`config.mk`:
```
export PLATFORM = sky130hd
export DESIGN_NAME = cdc_toggle_rx
export DESIGN_NICKNAME = d
export VERILOG_FILES = /design/src/rtl/cdc_pkg.sv /design/src/rtl/sync_bit.sv /design/src/rtl/cdc_toggle_rx.sv
export SDC_FILE = /design/constraint.sdc
export NUM_CORES = 1
export LEC_CHECK = 0
export CORE_MARGIN = 5
export CORE_UTILIZATION = 36
export DETAILED_ROUTE_END_ITERATION = 7
export PLACE_DENSITY = 0.71
export SYNTH_ARGS = -nofsm -noshare
export SYNTH_HDL_FRONTEND = slang
export SYNTH_SLANG_ARGS = --single-unit
export TNS_END_PERCENT = 30
```
`constraint.sdc`:
```
create_clock -name clk -period 1.2 [get_ports clk]
set_clock_uncertainty 0.15 [all_clocks]
set_input_delay 0.18 -clock clk [delete_from_list [all_inputs] [get_ports clk]]
set_output_delay 0.18 -clock clk [all_outputs]
set_load 0.03 [all_outputs]
```
`src/rtl/cdc_pkg.sv`:
```
`default_nettype none
// ============================================================================
// Module   : cdc_pkg
// Brief    : Shared types and constants for the toggle-handshake CDC blocks.
// Revision : 1.0 - initial release
// ============================================================================
package cdc_pkg;

  typedef enum logic [0:0] {
    IDLE = 1'b0,
    HOLD = 1'b1
  } state_e;

  localparam int MIN_SYNC_STAGES = 2;

endpackage
`default_nettype wire

```
`src/rtl/sync_bit.sv`:
```
`default_nettype none
// ============================================================================
// Module   : sync_bit
// Brief    : N-flop single-bit synchroniser, synchronous active-high reset.
// Revision : 1.0 - initial release
// ============================================================================
module sync_bit #(
  parameter int STAGES = 2
) (
  input  logic clk,
  input  logic rst,
  input  logic i_d,
  output logic o_q
);

  logic [STAGES-1:0] r_q;

  always_ff @(posedge clk) begin
    if (rst) begin
      r_q <= '0;
    end else begin
      r_q <= {r_q[STAGES-2:0], i_d};
    end
  end

  assign o_q = r_q[STAGES-1];

endmodule
`default_nettype wire

```
`src/rtl/cdc_toggle_rx.sv`:
```
`default_nettype none
// ============================================================================
// Module   : cdc_toggle_rx
// Brief    : Destination side of the toggle CDC handshake; valid/ready out.
// Revision : 1.0 - initial release
// ============================================================================
module cdc_toggle_rx
  import cdc_pkg::*;
#(
  parameter int DATA_W      = 8,
  parameter int SYNC_STAGES = 2
) (
  input  logic              clk,
  input  logic              rst,
  input  logic              req_tgl,
  input  logic [DATA_W-1:0] req_data,
  output logic              ack_tgl,
  output logic              out_valid,
  output logic [DATA_W-1:0] out_data,
  input  logic              out_ready,
  output logic              busy,
  output logic              proto_err
);

  if (SYNC_STAGES < MIN_SYNC_STAGES) begin : g_bad_sync_stages
    $error("cdc_toggle_rx: SYNC_STAGES must be at least %0d", MIN_SYNC_STAGES);
  end

  state_e              r_state;
  logic                r_req_seen;
  logic                r_out_valid;
  logic [DATA_W-1:0]   r_out_data;
  logic                r_ack_tgl;
  logic                r_busy;
  logic                r_proto_err;

  state_e              w_state_nxt;
  logic                w_req_seen_nxt;
  logic                w_out_valid_nxt;
  logic [DATA_W-1:0]   w_out_data_nxt;
  logic                w_ack_tgl_nxt;
  logic                w_proto_err_nxt;
  logic                w_req_s;
  logic                w_req_pend;

  sync_bit #(
    .STAGES (SYNC_STAGES)
  ) u_sync_req (
    .clk (clk),
    .rst (rst),
    .i_d (req_tgl),
    .o_q (w_req_s)
  );

  assign w_req_pend = w_req_s ^ r_req_seen;

  always_comb begin
    w_state_nxt     = r_state;
    w_req_seen_nxt  = r_req_seen;
    w_out_valid_nxt = r_out_valid;
    w_out_data_nxt  = r_out_data;
    w_ack_tgl_nxt   = r_ack_tgl;
    w_proto_err_nxt = r_proto_err;
    case (r_state)
      IDLE: begin
        // req_data is sampled raw: the source holds it stable until ack flips
        if (w_req_pend) begin
          w_out_data_nxt  = req_data;
          w_req_seen_nxt  = w_req_s;
          w_out_valid_nxt = 1'b1;
          w_state_nxt     = HOLD;
        end
      end
      HOLD: begin
        // A second flip stays pending and is captured after acceptance
        if (w_req_pend) begin
          w_proto_err_nxt = 1'b1;
        end
        if (r_out_valid && out_ready) begin
          w_out_valid_nxt = 1'b0;
          w_ack_tgl_nxt   = ~r_ack_tgl;
          w_state_nxt     = IDLE;
        end
      end
      default: begin
        w_state_nxt = IDLE;
      end
    endcase
  end

  always_ff @(posedge clk) begin
    if (rst) begin
      r_state     <= IDLE;
      r_req_seen  <= 1'b0;
      r_out_valid <= 1'b0;
      r_out_data  <= '0;
      r_ack_tgl   <= 1'b0;
      r_busy      <= 1'b0;
      r_proto_err <= 1'b0;
    end else begin
      r_state     <= w_state_nxt;
      r_req_seen  <= w_req_seen_nxt;
      r_out_valid <= w_out_valid_nxt;
      r_out_data  <= w_out_data_nxt;
      r_ack_tgl   <= w_ack_tgl_nxt;
      r_busy      <= (w_state_nxt == HOLD);
      r_proto_err <= w_proto_err_nxt;
    end
  end

  assign ack_tgl   = r_ack_tgl;
  assign out_valid = r_out_valid;
  assign out_data  = r_out_data;
  assign busy      = r_busy;
  assign proto_err = r_proto_err;

endmodule
`default_nettype wire
```
# After elaboration in Yosys (flattened, before gate mapping)
# Index checks and enable logic that the tools add are counted.
word_totals:
  regBits: 15
  latch_bits: 0
  ram_bits: 0
  mem_bits_ro: 0
  out_inout_bits: 12
  word_cells: 23
  mem_count: 0
op_classes:
  add_sub_neg: 0
  mul: 0
  div_mod_pow: 0
  magnitude_cmp: 0
  eq_ne: 2
  n_shift: 0
  muxes: 6
  n_bitwise: 3
  reduce_logical: 5
ops:
  columns: ["cell", "count"]
  rows:
  - ["$reduce_and A2 Y1", 4]
  - ["$mux W1", 4]
  - ["$pmux W1 S2", 2]
  - ["$ne A2 B1 Y1 const B", 1]
  - ["$ne A2 B2 Y1 const B", 1]
  - ["$not A1 Y1", 2]
  - ["$logic_and A1 B1 Y1", 1]
  - ["$xor A1 B1 Y1", 1]

# Logic depth before layout (Yosys ltp)
# Gate-level depths: netlist of the first run.
depth:
  depth_word: 3
  mapped_depth: 4
  ltp_nobuf: 3

# Hierarchy
# A second synthesis of the first run with hierarchy kept.
hier_totals:
  hier_cells: 57
  hier_area_um2: 594.3
modules_own_cells:
  columns: ["mod", "n_inst", "cells_each", "area_per_inst_um2", "seq_area_each_um2"]
  rows:
  - ["cdc_toggle_rx", 1, 53, 541.8, 260.2]
  - ["sync_bit", 1, 4, 52.6, 40.0]

# Worst setup path after synthesis of the first run
# Ideal clock, no wire load.
synth_path:
  path_type: "register to register"
  from: "reg, netlist name busy"
  to: "reg r_out_valid (netlist: out_valid)"
  setup_time_ns: 0.115
  t_arrival_ns: 1.105
  path_slack_ns: -0.170
  stages_incl_launch_ff: 4
  period_less_slack_ns: 1.370
  path_cell_list: "dfxtp_1 and2b_1 buf_6 o21ba_1"
synth_rtl:
  columns: ["item", "line", "text"]
  rows:
  - ["end signal, assigned", "cdc_toggle_rx.sv:103", "r_out_valid <= w_out_valid_nxt;"]
  - ["end, declared", "cdc_toggle_rx.sv:31", "logic r_out_valid;"]

# Final worst setup path of the first run
layout_path:
  from: "reg u_sync_req.r_q[1]"
  to: "reg r_out_data[4] (netlist: out_data[4])"
layout_via:
  elab_chain_cells: 2
layout_rtl:
  columns: ["item", "line", "text"]
  rows:
  - ["start, declared", "sync_bit.sv:16", "logic [STAGES-1:0] r_q;"]
  - ["start signal, assigned", "sync_bit.sv:22", "r_q <= {r_q[STAGES-2:0], i_d};"]
  - ["$xor A1 B1 Y1", "cdc_toggle_rx.sv:55", "assign w_req_pend = w_req_s ^ r_req_seen;"]
  - ["$reduce_and A2 Y1 (no source line)", null, null]
  - ["end signal, assigned", "cdc_toggle_rx.sv:104", "r_out_data <= w_out_data_nxt;"]
  - ["end, declared", "cdc_toggle_rx.sv:32", "logic [DATA_W-1:0] r_out_data;"]
# Every way passes these cells.
# A chain may end at the register's enable or synchronous reset.

==> qor.csv, run 1 <==
stage,metric,value,unit
clock_tree,cts_buffer_depth,2,
route,drt_wl_total,1170,um
clock_tree,cts_tree,done,
timing,period_share,104,%
outcome,failed_checks,negative setup slack,
min_path,hp-start,req_tgl,
power,p_per_area,1130,nW/um^2
floorplanning,fp.coreArea,1540,sq um
timing,slew_violations,0,
global_routing,grt_overflow,0,
setup_path,critPathKind,register to register,
route,drt_iter0_drc,2,
layout,drive_gt1_share,34.8,%
floorplanning,die_y,50.6,um
logic_synthesis,synth_area,594,sq um
logic_synthesis,syn_avg_cell_area,10.4,sq um
setup_path,worst_ep_required_time,1230,ps
clock_tree,cts.sinks,15,
global_routing,grt_antenna_before_repair,0,
timing,worst_slack,-50.8,ps
floorplanning,die_w,50.6,um
layout,fillCellCount,150,
logic_synthesis,synthesis.nets,69,
logic_synthesis,synthTopCellsByCount,"16 x nand2b_1, 15 x dfxtp_1, 9 x mux2i_1",
logic_synthesis,synthCells,57,
logic_synthesis,synth_edf_count,0,
floorplanning,rows,14,
setup_path,cpMaxStageDelayCell,dfxtp_2,
setup_path,reg2regPathDepth,4,
logic_synthesis,synth.area.top_cells,"dfxtp_1 51%, nand2b_1 17%, mux2i_1 15%",
placement,hpwl,883,um
layout,diodes,0,
layout,areaGrowthSynthToFinish,54.9,%
clock_tree,worst_skew_pair.late_latency,280,ps
setup_path,r2r-start,u_sync_req.r_q[1],
logic_synthesis,synth_cell_types,14,
timing,setup-violations-final,9,
global_routing,grt_pass1_wl,1780,um
placement,port_buffers,23,
clock_tree,cts_root_buf,clkbuf_4,
placement,place_ws,-119,ps
logic_synthesis,synth-seq-cells,15,
setup_path,max_stage_delay,340,ps
global_routing,grt_max_degree,13,
timing,fmax,0.799,GHz
route,vias,493,
setup_path,start_kind,register,
job,max-cap-violations,0,
min_path,min_path_cells,2,
logic_synthesis,synth_most_common_cell,nand2b_1,
setup_path,path_buf_inv,1,
layout,seq_area,307,sq um
power,p_leak,0.000397,uW
setup_path,cp-startpoint,u_sync_req.r_q[1],
setup_path,path_max_fanout,4,
logic_synthesis,synth_top_area_share,50.5,%
floorplanning,ios,24,
global_routing,track_usage,9.10,%
min_path,hp-class,primary input to register,
floorplanning,start_util,38.6,%
timing,period_minus_slack,1250,ps
logic_synthesis,seq_area_frac_synth,50.5,%
setup_path,crit_arrival,1280,ps
route,viasPerCell,4.70,
setup_path,end_kind,register,
logic_synthesis,synth_top_cell_by_area,dfxtp_1,
timing,setup_tns,-342,ps
power,peakVddDrop,0.736,mV
route,post_drt_wl_per_cell,11.2,um
clock_tree,htreeDepth,1,
floorplanning,die-area,2560,sq um
timing,hold_violations,0,
clock_tree,clk_pin_slew,90,ps
route,route.detailed.drc,0,
placement,finalWeightedCongestion,0.634,
logic_synthesis,ys.flop_type,dfxtp_1,
layout,multi_input_area,292,sq um
route,ant_nets,0,
setup_path,critical_path_depth,4,
logic_synthesis,yosys_warnings,0,
setup_path,critPathTopFamily,flip-flops,
setup_path,path_cells,"xor2_2, and2b_2, buf_4, mux2i_1",
layout,final_nets,102,
clock_tree,cts_buffers,3,
timing,worst_pin_slew,168,ps
global_routing,grt_pass1_vias,453,
route,first_pass_iters,2,
outcome,outcome,"finished, violations left",
timing,max_slew_margin,88.7,%
logic_synthesis,async_flop_share,0,%
timing,rsz0062_at_grt,true,
-- final cells by class --
cell class	instances	share of cell area, %
Sequential cell	15	33.3
Tap cell	16	2.17
Multi-Input combinational cell	39	31.7
Timing Repair Buffer	31	29.9
Clock buffer	3	2.45
Clock inverter	1	0.543
-- report_power, final --
group | internal (uW) | leakage (uW) | switching, uW
clock network | 124 | 0.0000177 | 163
registers | 523 | 0.000124 | 13.9
logic | 122 | 0.000255 | 99.0
total | 769 | 0.000397 | 276
-- registers in the layout (all words and copies together), names as in the netlist --
name / flops
r_req_seen: 1
busy: 1
u_sync_req.r_q: 2
proto_err: 1
out_data: 8
out_valid: 1
ack_tgl: 1
-- routing by layer --
layer | track usage (%) | vias up | wire length [um]
met4 | 7.66 | 0 | 33
met2 | 14.0 | 14 | 600
met5 | 0 | - | 0
met3 | 2.07 | 4 | 70
met1 | 10.4 | 227 | 471
li1 | - | 248 | -
-- final timing paths --
path / to / slack, ps
worst max register to register: out_data[4] / -50
worst min register to register: u_sync_req.r_q[1] / 300
worst min-delay path: u_sync_req.r_q[0] / 290
worst max-delay path: out_data[4] / -50
-- through the flow --
stage	hold WS (ps)	util, %	total power, uW	instance area, sq um	cells
after floorplan	158	-	655	598	57
after global placement	273	55.3	750	852	100
after detailed placement	281	55.3	753	852	100
after CTS	281	58.8	1050	906	105
after global routing	302	59.7	1100	921	105
final	290	59.7	1040	921	105
-- timing repair --
action,4_1_cts,5_1_grt
resized for setup,7,4
endpoints found under the hold margin,0,0
setup buffers,1,0
setup endpoints to repair,9,11
pin swaps,1,0
hold buffers,0,0
-- cell families (layout without fill, tap and decap cells) --
kind of cell,count (synthesis),in the layout,share of synthesized area [%]
simple gates,24,24,23.6
mux,9,9,15.2
xor+xnor,2,2,2.95
flops,15,15,50.5
buf+inv,3,35,3.16
compound gates,4,4,4.63
-- worst reg2reg max path: cells and delay by family (launching register included) --
kind                      cells  cell delay [ps]
DFF                           1              340
and+or+nand+nor               1              230
xor gates and xnor gates      1              170
buffers and inverters         1              150
muxes                         1              110
-- layout by cell type (no fill, tap or decap) --
master and n:
o21ba_1 1, dfxtp_2 2, buf_4 16, dfxtp_4 1, nand2b_1 16, xor2_1 1
clkinv_2 1, dfxtp_1 12, clkdlybuf4s50_1 11, buf_6 4, nand3_1 1, a21oi_2 1
clkbuf_4 3, a21boi_0 1, nor2b_1 2, and2b_2 1, xor2_2 1, nor2_1 4
o21ai_2 1, mux2i_1 9
No activity file was read; power rests on OpenSTA's default activity.
==> inputs of run 2 (changes only) <==
Settings changed: SKIP_CTS_REPAIR_TIMING set to 1.
==> run 2 against run 1 <==
Die area unchanged; flip-flop and latch count unchanged; sequential power about the same; largest cell class unchanged; via count up 0.20%; critical path depth unchanged; register-to-register slack worse by 30 ps; global-route usage down 0.11 points; the flow still finishes with violations (negative setup slack); worst hold slack about the same; cell count unchanged.
==> qor.csv, run 2 (synthesized netlist as in run 1, its figures left out) <==
stage,metric,value,unit,change
layout,multi_input_area,284,sq um,-2.6%
placement,placed_area,852,sq um,unchanged
power,power,1040,uW,-0.74%
floorplanning,start_util,38.6,%,unchanged
setup_path,end_kind,register,,
floorplanning,fp.coreArea,1540,sq um,unchanged
power,p_clk_share,27.6,%,+0.2 points
global_routing,grt.met3_usage,2.07,%,unchanged
timing,whs,291,ps,+0.244 ps
setup_path,critPathTopFamily,flip-flops,,
placement,placedCellCount,100,,unchanged
clock_tree,htreeDepth,1,,unchanged
global_routing,use_met2,13.6,%,-0.41 points
layout,final_nets,102,,unchanged
power,p_switching,272,uW,-1.5%
global_routing,grt_pass1_vias,449,,-0.88%
clock_tree,cts.sinks,15,,unchanged
clock_tree,clk_pin_slew,90,ps,about the same
setup_path,crit_arrival,1320,ps,+40 ps
outcome,outcome,"finished, violations left",,
setup_path,path_max_fanout,4,,unchanged
global_routing,grt_overflow,0,,unchanged
power,p_leak,0.000394,uW,-0.69%
clock_tree,cts_buffers,3,,unchanged
layout,largest_reg_flops,8,,unchanged
timing,period_share,107,%,+2.7 points
floorplanning,die_w,50.6,um,unchanged
clock_tree,worst_skew_pair.late_latency,280,ps,about the same
clock_tree,cts_root_buf,clkbuf_4,,
timing,rsz0062_at_grt,true,,
timing,worst_slack,-83.5,ps,-32.7 ps
global_routing,track_usage,8.98,%,-0.11 points
setup_path,path_buf_inv,1,,unchanged
placement,finalWeightedCongestion,0.634,,unchanged
floorplanning,rows,14,,unchanged
route,drt_wl_total,1120,um,-4.4%
global_routing,grt_pass1_wl,1750,um,-1.6%
setup_path,max_stage_delay,340,ps,about the same
route,first_pass_iters,2,,unchanged
outcome,failed_checks,negative setup slack,,
setup_path,critPathKind,register to register,,
layout,final_common_cell,buf_4,,
power,p_comb_share,20.6,%,-0.6 points
timing,setup-violations-final,10,,+1
floorplanning,die-area,2560,sq um,unchanged
layout,areaGrowthSynthToFinish,53.1,%,
global_routing,grt_max_degree,13,,unchanged
setup_path,cpMaxStageDelayCell,dfxtp_2,,
power,p_per_area,1140,nW/um^2,+0.49%
power,swShare,26.2,%,-0.21 points
setup_path,worst_ep_required_time,1240,ps,about the same
layout,drive_gt1_share,32.6,%,-2.2 points
power,peakVddDrop,0.733,mV,-0.49%
global_routing,grt_antenna_before_repair,0,,unchanged
setup_path,start_kind,register,,
timing,setup_tns,-500,ps,-158 ps
route,viasPerCell,4.70,,+0.20%
timing,max_slew_margin,88.6,%,-0.13 points
timing,hold_violations,0,,unchanged
layout,seq_area,307,sq um,unchanged
route,post_drt_wl_per_cell,10.7,um,-4.4%
timing,fmax,0.779,GHz,-2.5%
route,route.detailed.drc,0,,unchanged
placement,port_buffers,23,,unchanged
route,drt_iter0_drc,3,,+1
min_path,hp-class,primary input to register,,
global_routing,busiest_layer,met2,,
floorplanning,die_y,50.6,um,unchanged
layout,diodes,0,,unchanged
floorplanning,ios,24,,unchanged
clock_tree,cts_buffer_depth,2,,unchanged
layout,final_cell_mix,"17 x buf_4, 16 x nand2b_1, 12 x dfxtp_1, 11 x clkdlybuf4s50_1, 9 x mux2i_1",,
global_routing,use_met1,10.4,%,+0.018 points
timing,worst_pin_slew,170,ps,+1.93 ps
power,pwr-share-seq,51.8,%,+0.4 points
route,vias,494,,+0.20%
setup_path,path_cells,"xor2_2, and2b_2, buf_4, o21ba_1",,
timing,period_minus_slack,1280,ps,+32.7 ps
placement,hpwl,883,um,unchanged
layout,fillCellCount,149,,-0.67%
clock_tree,cts_tree,done,,
layout,finalInstanceArea,910,sq um,-1.2%
route,ant_nets,0,,unchanged
power,p_int,765,uW,-0.46%
job,max-cap-violations,0,,unchanged
timing,slew_violations,0,,unchanged
layout,stdcell_count,105,,unchanged
-- run 2: cell types whose count changed in the layout (fill, tap and decap cells not counted) --
cell,change
o21ai_0,+1
a21oi_2,-1
buf_6,-1
o21ai_2,-1
buf_4,+1
a21oi_1,+1
-- run 2: power by group through the flow --
stage | combinational [uW] | sequential [uW] | clock [uW]
3_5_place_dp | 206 | 547 | 0
3_3_place_gp | 204 | 546 | 0
5_1_grt | 227 | 541 | 326
2_1_floorplan | 65.2 | 590 | 0
6_report | 214 | 537 | 287
4_1_cts | 207 | 535 | 300
-- run 2: layout make-up --
class                           instances  area share [%]
Timing Repair Buffer                   31            29.8
Clock inverter                          1           0.550
Sequential cell                        15            33.7
Multi-Input combinational cell         39            31.2
Clock buffer                            3            2.48
Tap cell                               16            2.20
-- run 2: path summary, 6_finish.rpt --
| kind | startpoint | endpoint | slack, ps | depth (start not counted) |
|---|---|---|---|---|
| max | u_sync_req.r_q[1] | out_valid | -80 | 4 |
| max reg2reg | u_sync_req.r_q[1] | out_valid | -80 | 4 |
| min | req_tgl | u_sync_req.r_q[0] | 290 | 2 |
| min reg2reg | u_sync_req.r_q[0] | u_sync_req.r_q[1] | 300 | 1 |
-- run 2: per-layer routing --
layer / routed length [um] / share of wire [%] / vias to the layer above
met5: 0 / 0 / -
li1: - / - / 249
met2: 522 / 47 / 14
met3: 64 / 5.7 / 4
met1: 501 / 45 / 227
met4: 33 / 2.9 / 0
-- run 2: worst reg2reg max path, cell delays in order (launching register included) --
cell	delay, ps
dfxtp_2	340
xor2_2	170
and2b_2	230
buf_4	140
o21ba_1	160
-- run 2: per-stage QoR --
step                utilization [%]  worst slack, ps
floorplan                         -             6.40
global placement               55.3            -84.7
detailed placement             55.3             -119
CTS                            57.1             -149
global route                   59.0             -121
finish                         59.0            -83.5
